===== src/rtl/pipelined_prefix_adder_if.sv =====
// Operand/result streaming bundle for pipelined_prefix_adder.
// out_ovf exists only when PREFIX_ADDER_OVERFLOW_EN is defined.
interface pipelined_prefix_adder_if #(
   parameter int WIDTH = 16
);
   logic             in_valid;
   logic             in_ready;
   logic [WIDTH-1:0] in_a;
   logic [WIDTH-1:0] in_b;
   logic             in_cin;
   logic             out_valid;
   logic             out_ready;
   logic [WIDTH-1:0] out_sum;
   logic             out_cout;
`ifdef PREFIX_ADDER_OVERFLOW_EN
   logic             out_ovf;

   modport master (
      output in_valid, in_a, in_b, in_cin, out_ready,
      input  in_ready, out_valid, out_sum, out_cout, out_ovf
   );

   modport slave (
      input  in_valid, in_a, in_b, in_cin, out_ready,
      output in_ready, out_valid, out_sum, out_cout, out_ovf
   );
`else
   modport master (
      output in_valid, in_a, in_b, in_cin, out_ready,
      input  in_ready, out_valid, out_sum, out_cout
   );

   modport slave (
      input  in_valid, in_a, in_b, in_cin, out_ready,
      output in_ready, out_valid, out_sum, out_cout
   );
`endif
endinterface


===== src/rtl/pipelined_prefix_adder.sv =====
// Fully pipelined Kogge-Stone adder with valid/ready and bubble collapsing.
// Define PREFIX_ADDER_OVERFLOW_EN to add the signed-overflow output.
module pipelined_prefix_adder #(
   parameter int WIDTH = 16
) (
   input logic                     clk,
   input logic                     rst_n,
   pipelined_prefix_adder_if.slave bus
);
   localparam int LEVELS = $clog2(WIDTH);
   localparam int LAST   = LEVELS + 1;

   typedef logic [WIDTH-1:0] word_t;

   localparam word_t         ONES  = '1;
   localparam logic [LAST:0] VONES = '1;

   if ((WIDTH < 2) || ((WIDTH & (WIDTH - 1)) != 0)) begin : g_bad_width
      $error("pipelined_prefix_adder: WIDTH must be a power of two >= 2");
   end

   logic [LAST:0]   v_q;
   logic [LAST:0]   ld;
   word_t           gen_q  [0:LEVELS];
   word_t           gen_d  [0:LEVELS];
   word_t           prop_q [0:LEVELS-1];
   word_t           prop_d [0:LEVELS-1];
   word_t           rp_q   [0:LEVELS];
   logic [LEVELS:0] cin_q;
   word_t           carry;
   word_t           sum_q, sum_d;
   logic            cout_q, cout_d;
`ifdef PREFIX_ADDER_OVERFLOW_EN
   logic            ovf_q, ovf_d;
`endif

   // A stage may load when it, or any stage below it, is empty.
   always_comb begin
      ld = '0;
      for (int n = 0; n <= LAST; n++) begin
         ld[n] = bus.out_ready | ~(&(v_q | ~(VONES << n)));
      end
   end

   // Carry-in enters as bit -1 (prop 0), merged into bit 0 up front.
   always_comb begin
      gen_d[0]     = bus.in_a & bus.in_b;
      prop_d[0]    = bus.in_a ^ bus.in_b;
      gen_d[0][0]  = gen_d[0][0] | (prop_d[0][0] & bus.in_cin);
      prop_d[0][0] = 1'b0;
      for (int k = 1; k <= LEVELS; k++) begin
         gen_d[k] = gen_q[k-1] |
                    (prop_q[k-1] & (gen_q[k-1] << (1 << (k - 1))));
      end
      for (int k = 1; k < LEVELS; k++) begin
         prop_d[k] = prop_q[k-1] &
                     ((prop_q[k-1] << (1 << (k - 1))) |
                      ~(ONES << (1 << (k - 1))));
      end
   end

   always_comb begin
      carry  = {gen_q[LEVELS][WIDTH-2:0], cin_q[LEVELS]};
      sum_d  = rp_q[LEVELS] ^ carry;
      cout_d = gen_q[LEVELS][WIDTH-1];
`ifdef PREFIX_ADDER_OVERFLOW_EN
      ovf_d  = gen_q[LEVELS][WIDTH-1] ^ gen_q[LEVELS][WIDTH-2];
`endif
   end

   always_ff @(posedge clk) begin
      if (!rst_n) begin
         v_q    <= '0;
         cin_q  <= '0;
         sum_q  <= '0;
         cout_q <= 1'b0;
`ifdef PREFIX_ADDER_OVERFLOW_EN
         ovf_q  <= 1'b0;
`endif
         for (int k = 0; k <= LEVELS; k++) begin
            gen_q[k] <= '0;
            rp_q[k]  <= '0;
         end
         for (int k = 0; k < LEVELS; k++) begin
            prop_q[k] <= '0;
         end
      end else begin
         if (ld[0]) begin
            v_q[0] <= bus.in_valid;
            if (bus.in_valid) begin
               gen_q[0]  <= gen_d[0];
               prop_q[0] <= prop_d[0];
               rp_q[0]   <= bus.in_a ^ bus.in_b;
               cin_q[0]  <= bus.in_cin;
            end
         end
         for (int k = 1; k <= LEVELS; k++) begin
            if (ld[k]) begin
               v_q[k] <= v_q[k-1];
               if (v_q[k-1]) begin
                  gen_q[k] <= gen_d[k];
                  rp_q[k]  <= rp_q[k-1];
                  cin_q[k] <= cin_q[k-1];
               end
            end
         end
         for (int k = 1; k < LEVELS; k++) begin
            if (ld[k] && v_q[k-1]) begin
               prop_q[k] <= prop_d[k];
            end
         end
         if (ld[LAST]) begin
            v_q[LAST] <= v_q[LEVELS];
            if (v_q[LEVELS]) begin
               sum_q  <= sum_d;
               cout_q <= cout_d;
`ifdef PREFIX_ADDER_OVERFLOW_EN
               ovf_q  <= ovf_d;
`endif
            end
         end
      end
   end

   assign bus.in_ready  = ld[0];
   assign bus.out_valid = v_q[LAST];
   assign bus.out_sum   = sum_q;
   assign bus.out_cout  = cout_q;
`ifdef PREFIX_ADDER_OVERFLOW_EN
   assign bus.out_ovf   = ovf_q;
`endif
endmodule


===== src/flat_wrapper.sv =====
// flat-port wrapper written by rule: the top's interface ports become plain ports
module pipelined_prefix_adder_flat 
#(
   parameter int WIDTH = 16
)
  (clk, rst_n, bus_in_valid, bus_in_a, bus_in_b, bus_in_cin, bus_out_ready, bus_in_ready, bus_out_valid, bus_out_sum, bus_out_cout);
  pipelined_prefix_adder_if #(.WIDTH(WIDTH)) bus_i ();
  input logic clk;
  input logic rst_n;
  input wire logic [$bits(bus_i.in_valid)-1:0] bus_in_valid;
  input wire logic [$bits(bus_i.in_a)-1:0] bus_in_a;
  input wire logic [$bits(bus_i.in_b)-1:0] bus_in_b;
  input wire logic [$bits(bus_i.in_cin)-1:0] bus_in_cin;
  input wire logic [$bits(bus_i.out_ready)-1:0] bus_out_ready;
  output wire logic [$bits(bus_i.in_ready)-1:0] bus_in_ready;
  output wire logic [$bits(bus_i.out_valid)-1:0] bus_out_valid;
  output wire logic [$bits(bus_i.out_sum)-1:0] bus_out_sum;
  output wire logic [$bits(bus_i.out_cout)-1:0] bus_out_cout;
  assign bus_i.in_valid = bus_in_valid;
  assign bus_i.in_a = bus_in_a;
  assign bus_i.in_b = bus_in_b;
  assign bus_i.in_cin = bus_in_cin;
  assign bus_i.out_ready = bus_out_ready;
  assign bus_in_ready = bus_i.in_ready;
  assign bus_out_valid = bus_i.out_valid;
  assign bus_out_sum = bus_i.out_sum;
  assign bus_out_cout = bus_i.out_cout;
  pipelined_prefix_adder #(.WIDTH(WIDTH)) u_core (.clk(clk), .rst_n(rst_n), .bus(bus_i));
endmodule

===== config.mk =====
export PLATFORM = sky130hd
export DESIGN_NAME = pipelined_prefix_adder_flat
export DESIGN_NICKNAME = d
export VERILOG_FILES = /design/src/rtl/pipelined_prefix_adder_if.sv /design/src/rtl/pipelined_prefix_adder.sv /design/src/flat_wrapper.sv
export SDC_FILE = /design/constraint.sdc
export NUM_CORES = 1
export LEC_CHECK = 0
export ABC_CLOCK_PERIOD_IN_PS = 11100
export BUFFER_PORTS_ARGS = -buffer_cell sky130_fd_sc_hd__buf_4
export CAP_MARGIN = 20
export CORE_AREA = 8 8 152 154
export DETAILED_ROUTE_END_ITERATION = 16
export DIE_AREA = 0 0 160 162
export PLACE_DENSITY = 0.67
export SLEW_MARGIN = 10
export SYNTH_ARGS = -nofsm -noshare
export SYNTH_HDL_FRONTEND = slang
export SYNTH_SLANG_ARGS = --single-unit

===== constraint.sdc =====
create_clock -name clk -period 11.1 [get_ports clk]
set_clock_uncertainty 0.15 [all_clocks]
set_input_delay 1.665 -clock clk [delete_from_list [all_inputs] [get_ports clk]]
set_output_delay 1.665 -clock clk [all_outputs]
set_load 0.02 [all_outputs]

==> impl_metrics.sql <==
INSERT INTO impl_metrics (metric_group, metric, value, unit) VALUES
('global_route', 'wire_length_of_the_first_global_routing_pass', '31300', 'um'),
('route', 'drt_drc_violations_left', '0', ''),
('clock_network', 'tritoncts', 'done', ''),
('clock_network', 'clock_sinks', '237', ''),
('pwr', 'peak_vdd_ir', '97.2', 'uV'),
('place', 'post_dp_cell_area', '0.0107', 'mm2'),
('route', 'drtAntennaViolNets', '0', ''),
('timing', 'worstMarginPinSlew', '1.11', 'ns'),
('global_route', 'grtUsageTotal', '14.2', '%'),
('global_route', 'antenna_violations_before_repair', '0', ''),
('yosys', 'yosys-top-cells-area', 'sky130_fd_sc_hd__edfxtp_1 (61%), sky130_fd_sc_hd__a31oi_1 (6.7%), sky130_fd_sc_hd__dfxtp_1 (5.5%), sky130_fd_sc_hd__nand2_1 (4.5%), sky130_fd_sc_hd__a311oi_1 (4.3%)', ''),
('finish', 'flow.area_growth_from_synthesis', '13.3', '%'),
('finish', 'num_antenna_cells', '0', ''),
('place', 'placed_cells', '1069', ''),
('floorplan', 'row_count', '53', ''),
('yosys', 'post_synth.cell_area_avg', '12.6', 'um2'),
('timing', 'rsz0062_at_grt', 'no', ''),
('finish', 'layout-drive-gt1-share', '13.0', '%'),
('finish', 'layout.cells.most_common', 'sky130_fd_sc_hd__edfxtp_1', ''),
('worst_setup_path', 'critical_path_arrival', '4.29', 'ns'),
('floorplan', 'boundaryPins', '56', ''),
('clock_network', 'cts-root-to-sink-buffers', '3', ''),
('clock_network', 'postCtsSetupRepairBufs', '0', ''),
('flow_run', 'max_cap_violations', '0', ''),
('finish', 'final_cells', '1115', ''),
('clock_network', 'cts_made_buffers', '24', ''),
('place', 'detailed_place_hpwl', '12300', 'um'),
('place', 'gp_routability_congestion', '0.799', ''),
('yosys', 'syn-num-nets', '864', ''),
('yosys', 'synth_async_sr_flop_share', '0', '%'),
('route', 'detail_route.wl_per_cell', '16.9', 'um'),
('route', 'vias_per_cell', '5.80', ''),
('outcome', 'status', 'complete, no violations', ''),
('yosys', 'synth-edff-count', '209', ''),
('timing', 'slew_viol_final', '0', ''),
('worst_setup_path', 'cpPeakStageDelay', '0.90', 'ns'),
('finish', 'multiInputGateArea', '0.00298', 'mm2'),
('floorplan', 'start_util', '49.3', '%'),
('yosys', 'synth-warning-count', '0', ''),
('yosys', 'post_synthesis_cell_type_count', '32', ''),
('finish', 'fin_util', '55.9', '%'),
('timing', 'slew_headroom', '26.2', '%'),
('worst_setup_path', 'slowest_cell_on_crit_path', 'sky130_fd_sc_hd__buf_4', ''),
('pwr', 'cellPowerDensity', '173', 'mW/mm2'),
('clock_network', 'cts.clk_slew.worst_paths', '0.06', 'ns'),
('worst_setup_path', 'capturing_element_type_of_the_critical_path', 'flip-flop', ''),
('pwr', 'post-layout-total-power', '2000', 'uW'),
('yosys', 'yosys.area.top_type_share', '61.5', '%'),
('worst_setup_path', 'cells_along_the_critical_path', 'buf_4 -> nand4b_4 -> o21ai_4 -> buf_4 -> buf_4 -> nand2_1', ''),
('route', 'num_vias', '6472', ''),
('worst_setup_path', 'cp_data_required_time', '11.07', 'ns'),
('timing', 'totalNegativeSetupSlack', '0', 'ns'),
('yosys', 'synth-main-ff-cell', 'sky130_fd_sc_hd__edfxtp_1', ''),
('yosys', 'synthDominantAreaCellType', 'sky130_fd_sc_hd__edfxtp_1', ''),
('global_route', 'gr_overflow_total', '0', ''),
('clock_network', 'htree_levels', '1', ''),
('route', 'wl', '18900', 'um'),
('timing', 'achievable-frequency', '231', 'MHz'),
('clock_network', 'cts-resized-gates', '0', ''),
('place', 'portBuffers', '55', ''),
('timing', 'final_hold_violations', '0', ''),
('route', 'top_layer', 'met4', ''),
('route', 'met2_wirelength', '9200', 'um'),
('timing', 'final-setup-viol-count', '0', ''),
('worst_hold_path', 'hold_path_class', 'reg -> reg', ''),
('route', 'wl_met3', '1050', 'um'),
('timing', 'final_min_period', '4.33', 'ns'),
('finish', 'area_taken_by_flip_flops_and_latches', '0.00684', 'mm2'),
('route', 'first_pass_iters', '6', ''),
('worst_setup_path', 'critPathMostFrequentCell', 'sky130_fd_sc_hd__buf_4', ''),
('finish', 'nFillCells', '1726', '');
## metal layers
layer,up-vias,track usage (%)
li1,3166,-
met3,41,3.09
met1,3055,17.3
met4,0,5.10
met2,210,24.5
met5,-,0
## critical path: cells and delay by family
kind                   cells  cell delay, ns
AO/OA/AOI/OAI              1            0.22
AND/OR/NAND/NOR            2            0.83
buffers and inverters      3            1.49
## cell families after synthesis
kind of cell               synth area share, %
xor gates and xnor gates                  1.37
AOI/OAI and AO/OA                         16.7
muxes                                    0.294
buffers and inverters                     4.12
and+or+nand+nor                           8.54
adders and majority gates                 1.96
DFF                                       67.0
## flip-flops by register name, indices dropped and copies added (netlist names)
signal,flops
u_core.bus.out_sum,16
u_core.gen_q,80
u_core.cin_q,5
u_core.rp_q,80
u_core.bus.out_cout,1
u_core.prop_q,49
u_core.v_q,6
## final timing paths
path                                       from                   to  slack [ns]  depth (start not counted)
worst max-delay path              bus_out_ready  u_core.prop_q[2][7]        6.77                          6
worst min-delay path            u_core.cin_q[1]      u_core.cin_q[2]        0.33                          2
worst max register to register    u_core.v_q[4]  u_core.prop_q[2][7]        7.20                          5
worst min register to register  u_core.cin_q[1]      u_core.cin_q[2]        0.33                          2
## per-stage QoR
step | hold slack [ns] | worst slack, ns
floorplan | 0.288 | 6.36
global placement | 0.306 | 6.45
detailed placement | 0.317 | 6.32
CTS | 0.327 | 6.83
global route | 0.347 | 6.58
finish | 0.326 | 6.77
## report_power, final
group	switching [uW]	leakage, uW	internal [uW]
registers	26.1	0.00245	1030
clock network	311	0.000392	491
logic	86.7	0.00141	49.8
## synth_stat cells (all sizes together), types with 16 or more instances
cell,count
a21oi,75
ha,16
edfxtp,209
nand2,123
a211oi,16
clkbuf,34
xnor2,16
and3,35
a311oi,50
a31oi,110
dfxtp,28
buf,49
## area by class of cell
class | instances | share of cell area (%)
multi-input combinational | 485 | 25.8
tap | 275 | 2.98
clock buffer | 33 | 5.76
sequential | 237 | 59.1
timing repair buffer | 68 | 4.96
clock inverter | 11 | 1.22
inverter | 6 | 0.195
No activity file was read; power rests on OpenSTA's default activity.
